## config.mk

```make
export PLATFORM = sky130hd
export DESIGN_NAME = axi_master_cpu
export DESIGN_NICKNAME = d
export VERILOG_FILES = /design/src/rtl/axi_pkg.sv /design/src/rtl/axi_master_cpu.sv
export SDC_FILE = /design/constraint.sdc
export NUM_CORES = 1
export LEC_CHECK = 0
export CELL_PAD_IN_SITES_DETAIL_PLACEMENT = 1
export CELL_PAD_IN_SITES_GLOBAL_PLACEMENT = 1
export CORE_MARGIN = 2
export CORE_UTILIZATION = 25
export CTS_CLUSTER_SIZE = 10
export DETAILED_ROUTE_END_ITERATION = 12
export HOLD_SLACK_MARGIN = 0.02
export PLACE_DENSITY_LB_ADDON = 0.1
export SYNTH_ARGS = -nofsm -noshare
export SYNTH_HDL_FRONTEND = slang
export SYNTH_SLANG_ARGS = --single-unit
```

## constraint.sdc

```tcl
create_clock -name ACLK -period 1.5 [get_ports ACLK]
set_clock_uncertainty 0.05 [all_clocks]
set_input_delay 0.225 -clock ACLK [delete_from_list [all_inputs] [get_ports ACLK]]
set_output_delay 0.225 -clock ACLK [all_outputs]
set_load 0.005 [all_outputs]
```

## src/rtl/axi_pkg.sv

```systemverilog
// Shared AXI4 constants, channel widths and the CPU-side master FSM state type.
// Width macros match the codebase AXI_define.svh and are guarded so that header may come first.
`ifndef AXI_ID_BITS
`define AXI_ID_BITS 4
`endif
`ifndef AXI_IDS_BITS
`define AXI_IDS_BITS 8
`endif
`ifndef AXI_LEN_BITS
`define AXI_LEN_BITS 4
`endif
`ifndef AXI_SIZE_BITS
`define AXI_SIZE_BITS 3
`endif

package axi_pkg;

    localparam logic [1:0] AXI_RESP_OKAY   = 2'b00;
    localparam logic [1:0] AXI_RESP_DECERR = 2'b11;
    localparam logic [1:0] AXI_BURST_INCR  = 2'b01;
    localparam logic [2:0] AXI_SIZE_WORD   = 3'b010;

    typedef enum logic [2:0] {
        MS_IDLE,
        MS_AR,
        MS_R,
        MS_AW,
        MS_W,
        MS_B
    } master_state_e;

endpackage

```

## src/rtl/axi_master_cpu.sv

```systemverilog
// Single-outstanding AXI4 initiator: turns one CPU load/store request into a
// single-beat AXI transaction and returns a one-cycle completion pulse.
module axi_master_cpu
    import axi_pkg::*;
#(
    parameter logic [`AXI_ID_BITS-1:0] MASTER_ID = 4'd0,
    parameter bit                      CHECK_ID  = 1'b1
) (
    input  logic                        ACLK,
    input  logic                        ARESETn,
    // CPU request / completion port
    input  logic                        req_valid,
    output logic                        req_ready,
    input  logic                        req_write,
    input  logic [31:0]                 req_addr,
    input  logic [31:0]                 req_wdata,
    input  logic [3:0]                  req_wstrb,
    output logic                        resp_valid,
    output logic [31:0]                 resp_rdata,
    output logic                        resp_err,
    // write address channel
    output logic [`AXI_ID_BITS-1:0]     AWID,
    output logic [31:0]                 AWADDR,
    output logic [`AXI_LEN_BITS-1:0]    AWLEN,
    output logic [`AXI_SIZE_BITS-1:0]   AWSIZE,
    output logic [1:0]                  AWBURST,
    output logic                        AWVALID,
    input  logic                        AWREADY,
    // write data channel
    output logic [31:0]                 WDATA,
    output logic [3:0]                  WSTRB,
    output logic                        WLAST,
    output logic                        WVALID,
    input  logic                        WREADY,
    // write response channel
    input  logic [`AXI_IDS_BITS-1:0]    BID,
    input  logic [1:0]                  BRESP,
    input  logic                        BVALID,
    output logic                        BREADY,
    // read address channel
    output logic [`AXI_ID_BITS-1:0]     ARID,
    output logic [31:0]                 ARADDR,
    output logic [`AXI_LEN_BITS-1:0]    ARLEN,
    output logic [`AXI_SIZE_BITS-1:0]   ARSIZE,
    output logic [1:0]                  ARBURST,
    output logic                        ARVALID,
    input  logic                        ARREADY,
    // read data channel
    input  logic [`AXI_IDS_BITS-1:0]    RID,
    input  logic [31:0]                 RDATA,
    input  logic [1:0]                  RRESP,
    input  logic                        RLAST,
    input  logic                        RVALID,
    output logic                        RREADY
);

    master_state_e state_q, state_d;

    logic [31:0] addr_q;
    logic [31:0] wdata_q;
    logic [3:0]  wstrb_q;
    logic        r_done;
    logic        b_done;

    // Slaves widen the ID; only the low bits carry this master's identity.
    function automatic logic resp_bad(input logic [1:0]               resp,
                                      input logic [`AXI_IDS_BITS-1:0] id);
        return (resp != AXI_RESP_OKAY) ||
               (CHECK_ID && (id[`AXI_ID_BITS-1:0] != MASTER_ID));
    endfunction

    // NOTE: sequential state uses non-blocking assignments so every register
    // samples the pre-edge values, independent of block evaluation order.
    always_ff @(posedge ACLK or negedge ARESETn) begin
        if (!ARESETn) state_q <= MS_IDLE;
        else          state_q <= state_d;
    end

    // NOTE: the request latches are plain registers, not a memory array, so
    // they take the asynchronous reset like any other flop.
    always_ff @(posedge ACLK or negedge ARESETn) begin
        if (!ARESETn) begin
            addr_q  <= '0;
            wdata_q <= '0;
            wstrb_q <= '0;
        end else if (state_q == MS_IDLE && req_valid) begin
            addr_q  <= req_addr;
            wdata_q <= req_wdata;
            wstrb_q <= req_wstrb;
        end
    end

    // NOTE: every output of this block gets a default first, so no path
    // through the case statement can leave a latch behind.
    always_comb begin
        state_d   = state_q;
        req_ready = 1'b0;
        ARVALID   = 1'b0;
        RREADY    = 1'b0;
        AWVALID   = 1'b0;
        WVALID    = 1'b0;
        WLAST     = 1'b0;
        WDATA     = '0;
        WSTRB     = '0;
        BREADY    = 1'b0;
        unique case (state_q)
            MS_IDLE: begin
                req_ready = 1'b1;
                if (req_valid) state_d = req_write ? MS_AW : MS_AR;
            end
            MS_AR: begin
                ARVALID = 1'b1;
                if (ARREADY) state_d = MS_R;
            end
            MS_R: begin
                RREADY = 1'b1;
                if (RVALID) state_d = MS_IDLE;
            end
            MS_AW: begin
                AWVALID = 1'b1;
                if (AWREADY) state_d = MS_W;
            end
            MS_W: begin
                WVALID = 1'b1;
                WLAST  = 1'b1;
                WDATA  = wdata_q;
                WSTRB  = wstrb_q;
                if (WREADY) state_d = MS_B;
            end
            MS_B: begin
                BREADY = 1'b1;
                if (BVALID) state_d = MS_IDLE;
            end
            default: state_d = MS_IDLE;
        endcase
    end

    assign r_done = (state_q == MS_R) && RVALID;
    assign b_done = (state_q == MS_B) && BVALID;

    // Completion is registered so resp_valid lines up with the return to IDLE.
    always_ff @(posedge ACLK or negedge ARESETn) begin
        if (!ARESETn) begin
            resp_valid <= 1'b0;
            resp_err   <= 1'b0;
            resp_rdata <= '0;
        end else begin
            resp_valid <= r_done || b_done;
            resp_err   <= r_done ? resp_bad(RRESP, RID) :
                          b_done ? resp_bad(BRESP, BID) : 1'b0;
            if (r_done) resp_rdata <= RDATA;
        end
    end

    assign AWID    = MASTER_ID;
    assign AWADDR  = addr_q;
    assign AWLEN   = '0;
    assign AWSIZE  = AXI_SIZE_WORD;
    assign AWBURST = AXI_BURST_INCR;
    assign ARID    = MASTER_ID;
    assign ARADDR  = addr_q;
    assign ARLEN   = '0;
    assign ARSIZE  = AXI_SIZE_WORD;
    assign ARBURST = AXI_BURST_INCR;

    // Single-beat bursts make RLAST redundant; upper ID bits belong to the interconnect.
    logic unused_ok;
    assign unused_ok = &{1'b0, RLAST, BID[`AXI_IDS_BITS-1:`AXI_ID_BITS],
                         RID[`AXI_IDS_BITS-1:`AXI_ID_BITS]};

endmodule

```

# After elaboration in Yosys (flattened, before gate mapping)
# Cells that the tools add are included.
[totals]
register_bits = 105
inputBits = 130
output_inout_bits = 167
word_cells = 48
[classes]
n_eq_ne = 11
mux = 18
reduce_logical = 12
[ops]
columns = ["cell", "n"]
rows = [
  ["$mux W32", 1],
  ["$mux W3", 6],
  ["$pmux W3 S6", 1],
  ["$ne A2 B2 Y1 const B", 6],
  ["$mux W1", 8],
  ["$reduce_bool A4 Y1", 2],
  ["$eq A3 B2 Y1 const B", 2],
  ["$eq A3 B3 Y1 const B", 2],
  ["$reduce_and A6 Y1", 1],
  ["$mux W4", 1],
  ["$reduce_bool A2 Y1", 2],
  ["$eq A3 B1 Y1 const B", 1],
  ["$logic_and A1 B1 Y1", 3],
  ["$logic_not A3 Y1", 1],
  ["$logic_or A1 B1 Y1", 3],
  ["$mux W2", 1],
]

# Longest topological paths before layout
[logic_depth]
word_depth = 4
ltp_mapped = 7
mapped_depth_nobuf = 3

# Worst setup path after synthesis
# OpenSTA, ideal clock, no wires.
[synth_timing]
kind = "reg2reg"
start = "reg state_q[1]"
end = "reg addr_q[0], in the netlist ARADDR[0]"
setup_ps = 125
arrival_ps = 1492
required_time_ps = 1325
setup_slack_ps = -167
stages_incl_launch_ff = 7
cell_sequence = "dfrtp_1 -> nor3_2 -> and2_4 -> buf_6 -> buf_6 -> buf_8 -> mux2_4"
[synth_via]
elab_chain_len = 2
[synth_lines]
columns = ["element", "line_no", "text"]
rows = [
  ["start, declared", "axi_master_cpu.sv:57", "master_state_e state_q, state_d;"],
  ["start signal, assigned", "axi_master_cpu.sv:76", "else state_q <= state_d;"],
  ["$logic_not A3 Y1", "axi_master_cpu.sv:86", "end else if (state_q == MS_IDLE && req_valid) begin"],
  ["$logic_and A1 B1 Y1", "axi_master_cpu.sv:86", ""],
  ["end signal, assigned", "axi_master_cpu.sv:87", "addr_q <= req_addr;"],
  ["end, declared", "axi_master_cpu.sv:59", "logic [31:0] addr_q;"],
]
# Every way passes these cells.
# A chain may end at the register's enable or synchronous reset.

# Final worst setup path
[layout_timing]
start = "reg state_q[1]"
end = "out WDATA[9]"
[layout_via]
elab_chain_len = 2
[layout_lines]
columns = ["element", "line_no", "text"]
rows = [
  ["$eq A3 B3 Y1", "axi_master_cpu.sv:106", "unique case (state_q)"],
  ["$mux W32", "axi_master_cpu.sv:106", ""],
  ["end, declared", "axi_master_cpu.sv:30", "output logic [31:0] WDATA,"],
]
# Every way passes these cells.

==> impl_metrics.py <==
metrics = {
    "cells_and_area": {
        "area_growth_pct": 91.0,
        "drive_above_1_share": 0.454,
        "final_cell_mix": "clkdlybuf4s50_1 (119), dfrtp_1 (105), mux2_4 (99)",
        "fin_cells": 933,
        "fillers": 1956,
        "final_common_cell": "clkdlybuf4s50_1",
        "fin_nets": 797,
    },
    "synthesis": {
        "netlist_area_um2": 4850,
        "synth_compound_area_frac": 0.0103,
        "synth-xor-area-share": 0,
        "ys_warn_count": 0,
        "syn_avg_cell_area_um2": 13.9,
        "synth_top_family_by_area": "multiplexers",
        "netlist_instances": 349,
        "synthAdderAreaFrac": 0,
        "ys_seq_elements": 105,
        "synthSimpleGateAreaFrac": 0.0697,
        "synth_mux_area_frac": 0.255,
        "ys_seq_area_frac": 0.542,
        "synth.distinct_cells": 32,
    },
    "clock_network": {
        "numCtsBuffers": 9,
        "clkSinkCount": 105,
        "insertion_delay_ns": 0.35,
        "cts_tree": "yes",
        "clk_pin_slew_worst_paths_ns": 0.07,
        "cts-root-buf": "clkbuf_16",
        "cts-htree-levels": 3,
        "cts_max_path_buffers": 2,
    },
    "route": {
        "via_per_inst": 4.09,
        "drc": 0,
        "antenna_left": 0,
        "wl_per_cell_um": 19.1,
        "wl_um": 17800,
        "vias": 3815,
        "drt-initial-drc-count": 76,
        "firstDrtPassIters": 4,
    },
    "critical_path": {
        "worst-path-stages": 7,
        "start_kind": "flip-flop",
        "cp_common_cell": "buf_6",
        "cp_slowest_cell": "dfrtp_1",
        "worstRegToRegCells": 7,
        "crit_arrival_ns": 1.72,
        "slowest_delay_ns": 0.39,
        "worstPathMaxFanout": 7,
        "cp_top_family": "simple AND/OR/NAND/NOR gates",
        "path_class": "flip-flop to primary output",
        "worst_ep_required_time_ns": 1.22,
        "end_kind": "primary output",
        "crit_buf_inv": 4,
        "crit_chain": "or2_4, nor2_4, buf_6, buf_12, buf_16, and2_4, buf_6",
    },
    "timing": {
        "drv_slew": 0,
        "setup_viol": 146,
        "finalHoldViolCount": 0,
        "rsz0062_at_grt": "true",
        "period_needed_ns": 2.00,
        "fin_ws_ns": -0.497,
        "setup_tns_ns": -44.70,
        "max_clock_freq_mhz": 501,
        "fin_crit_sh": 1.33,
    },
    "floorplanning": {
        "die_h_um": 143,
        "die_w_um": 143,
        "coreArea_um2": 18900,
        "rows": 50,
        "dieArea_um2": 20500,
        "initial_core_util": 0.256,
        "io_pins": 297,
    },
    "run": {
        "drv_cap": 0,
    },
    "global_routing": {
        "antenna_found_initial": 0,
        "grt_pass1_vias": 4319,
        "track_usage": 0.172,
        "overflow": 0,
        "grt_pass1_wl_um": 26100,
        "grt_max_degree": 37,
    },
    "power": {
        "p_leak_uw": 0.00448,
        "power_uw": 17600,
        "power.density_nw_per_um2": 1900,
        "ir_drop_uv": 586,
    },
    "place": {
        "placedCellCount": 836,
        "place_congestion": 0.754,
        "portBuffers": 261,
        "hpwlAfterDp_um": 11200,
    },
    "hold_path": {
        "worstHoldPathType": "primary input to asynchronous set/reset pin",
    },
    "outcome": {
        "violations": "setup timing",
        "status": "finished with violations",
    },
}
==> cell usage after synthesis (all sizes together) <==
library cell	instances	area share
mux2	102	0.25
or4	2	0.0031
a32o	1	0.0021
and2	37	0.048
nand3b	1	0.0015
inv	3	0.0023
a21o	1	0.0015
nand2	2	0.0015
and3b	1	0.0018
o31ai	1	0.0015
o22ai	1	0.0013
or2	1	0.0013
a221oi	1	0.0018
and3	1	0.0013
o21ai	1	0.0010
nand2b	2	0.0026
conb	2	0.0015
clkbuf	2	0.0015
buf	74	0.12
dfrtp	105	0.54
a21oi	1	0.0010
nor2	2	0.0021
mux2i	1	0.0021
nor4bb	1	0.0021
nor3	3	0.0041
==> cells by family (layout without fill, tap and decap cells) <==
| family | Yosys count | after routing |
|---|---|---|
| other | 2 | 27 |
| AOI/OAI and AO/OA | 7 | 7 |
| DFF | 105 | 105 |
| buffers and inverters | 79 | 377 |
| muxes | 103 | 103 |
| and+or+nand+nor | 53 | 54 |
==> through the flow <==
step	worst slack, ns	hold WS (ns)	area [um2]	util
CTS	-0.548	0.300	9140	0.484
global route	-0.557	0.306	9260	0.490
finish	-0.497	0.292	9260	0.490
global placement	-0.484	0.135	7650	0.405
detailed placement	-0.509	0.137	7650	0.405
floorplan	-0.158	-0.121	5110	-
==> state kept, by name, indices dropped and copies added (netlist names) <==
register    cells
state_q         3
resp_err        1
wstrb_q         4
resp_valid      1
wdata_q        32
ARADDR         32
resp_rdata     32
==> where the power goes <==
part	leakage, uW	internal (uW)	switching [uW]
logic	0.00309	6700	3220
clock network	0.000146	1460	1070
registers	0.00125	4300	873
total	0.00448	12500	5170
==> layer usage <==
metal	track usage	routed length, um	vias to the layer above	part of all wire
li1	-	-	1727	-
met1	0.212	7340	1908	0.41
met2	0.293	8930	169	0.50
met3	0.0500	1310	11	0.074
met4	0.0495	223	0	0.013
met5	0	0	-	0
==> cell type report <==
type / count / area (um2) / area share
Clock inverter: 5 / 80.1 / 0.00865
Clock buffer: 11 / 233 / 0.0251
Sequential cell: 105 / 2630 / 0.284
Antenna cell: 1 / 2.50 / 0.000270
Inverter: 3 / 11.3 / 0.00122
Timing Repair Buffer: 358 / 3780 / 0.409
Multi-Input combinational cell: 190 / 2190 / 0.237
Tap cell: 260 / 325 / 0.0351
==> repair_timing <==
action,CTS,global route
gates resized for setup,401,55
gates cloned,14,1
pin swaps,37,9
hold buffers,1,0
setup endpoints to repair,238,159
buffers inserted,66,8
hold endpoints to repair,23,0
==> worst paths after layout <==
check	to	startpoint	slack [ns]
setup / recovery	WDATA[9]	state_q[1]	-0.50
hold / removal	ARADDR[18]	ARESETn	0.29
setup reg to reg	wdata_q[31]	state_q[1]	-0.36
hold reg to reg	resp_rdata[4]	resp_rdata[4]	0.46
max in group asynchronous	resp_rdata[21]	ARESETn	0.50
min in group ACLK	ARADDR[31]	req_addr[31]	0.43
No activity file was read; power rests on OpenSTA's default activity.
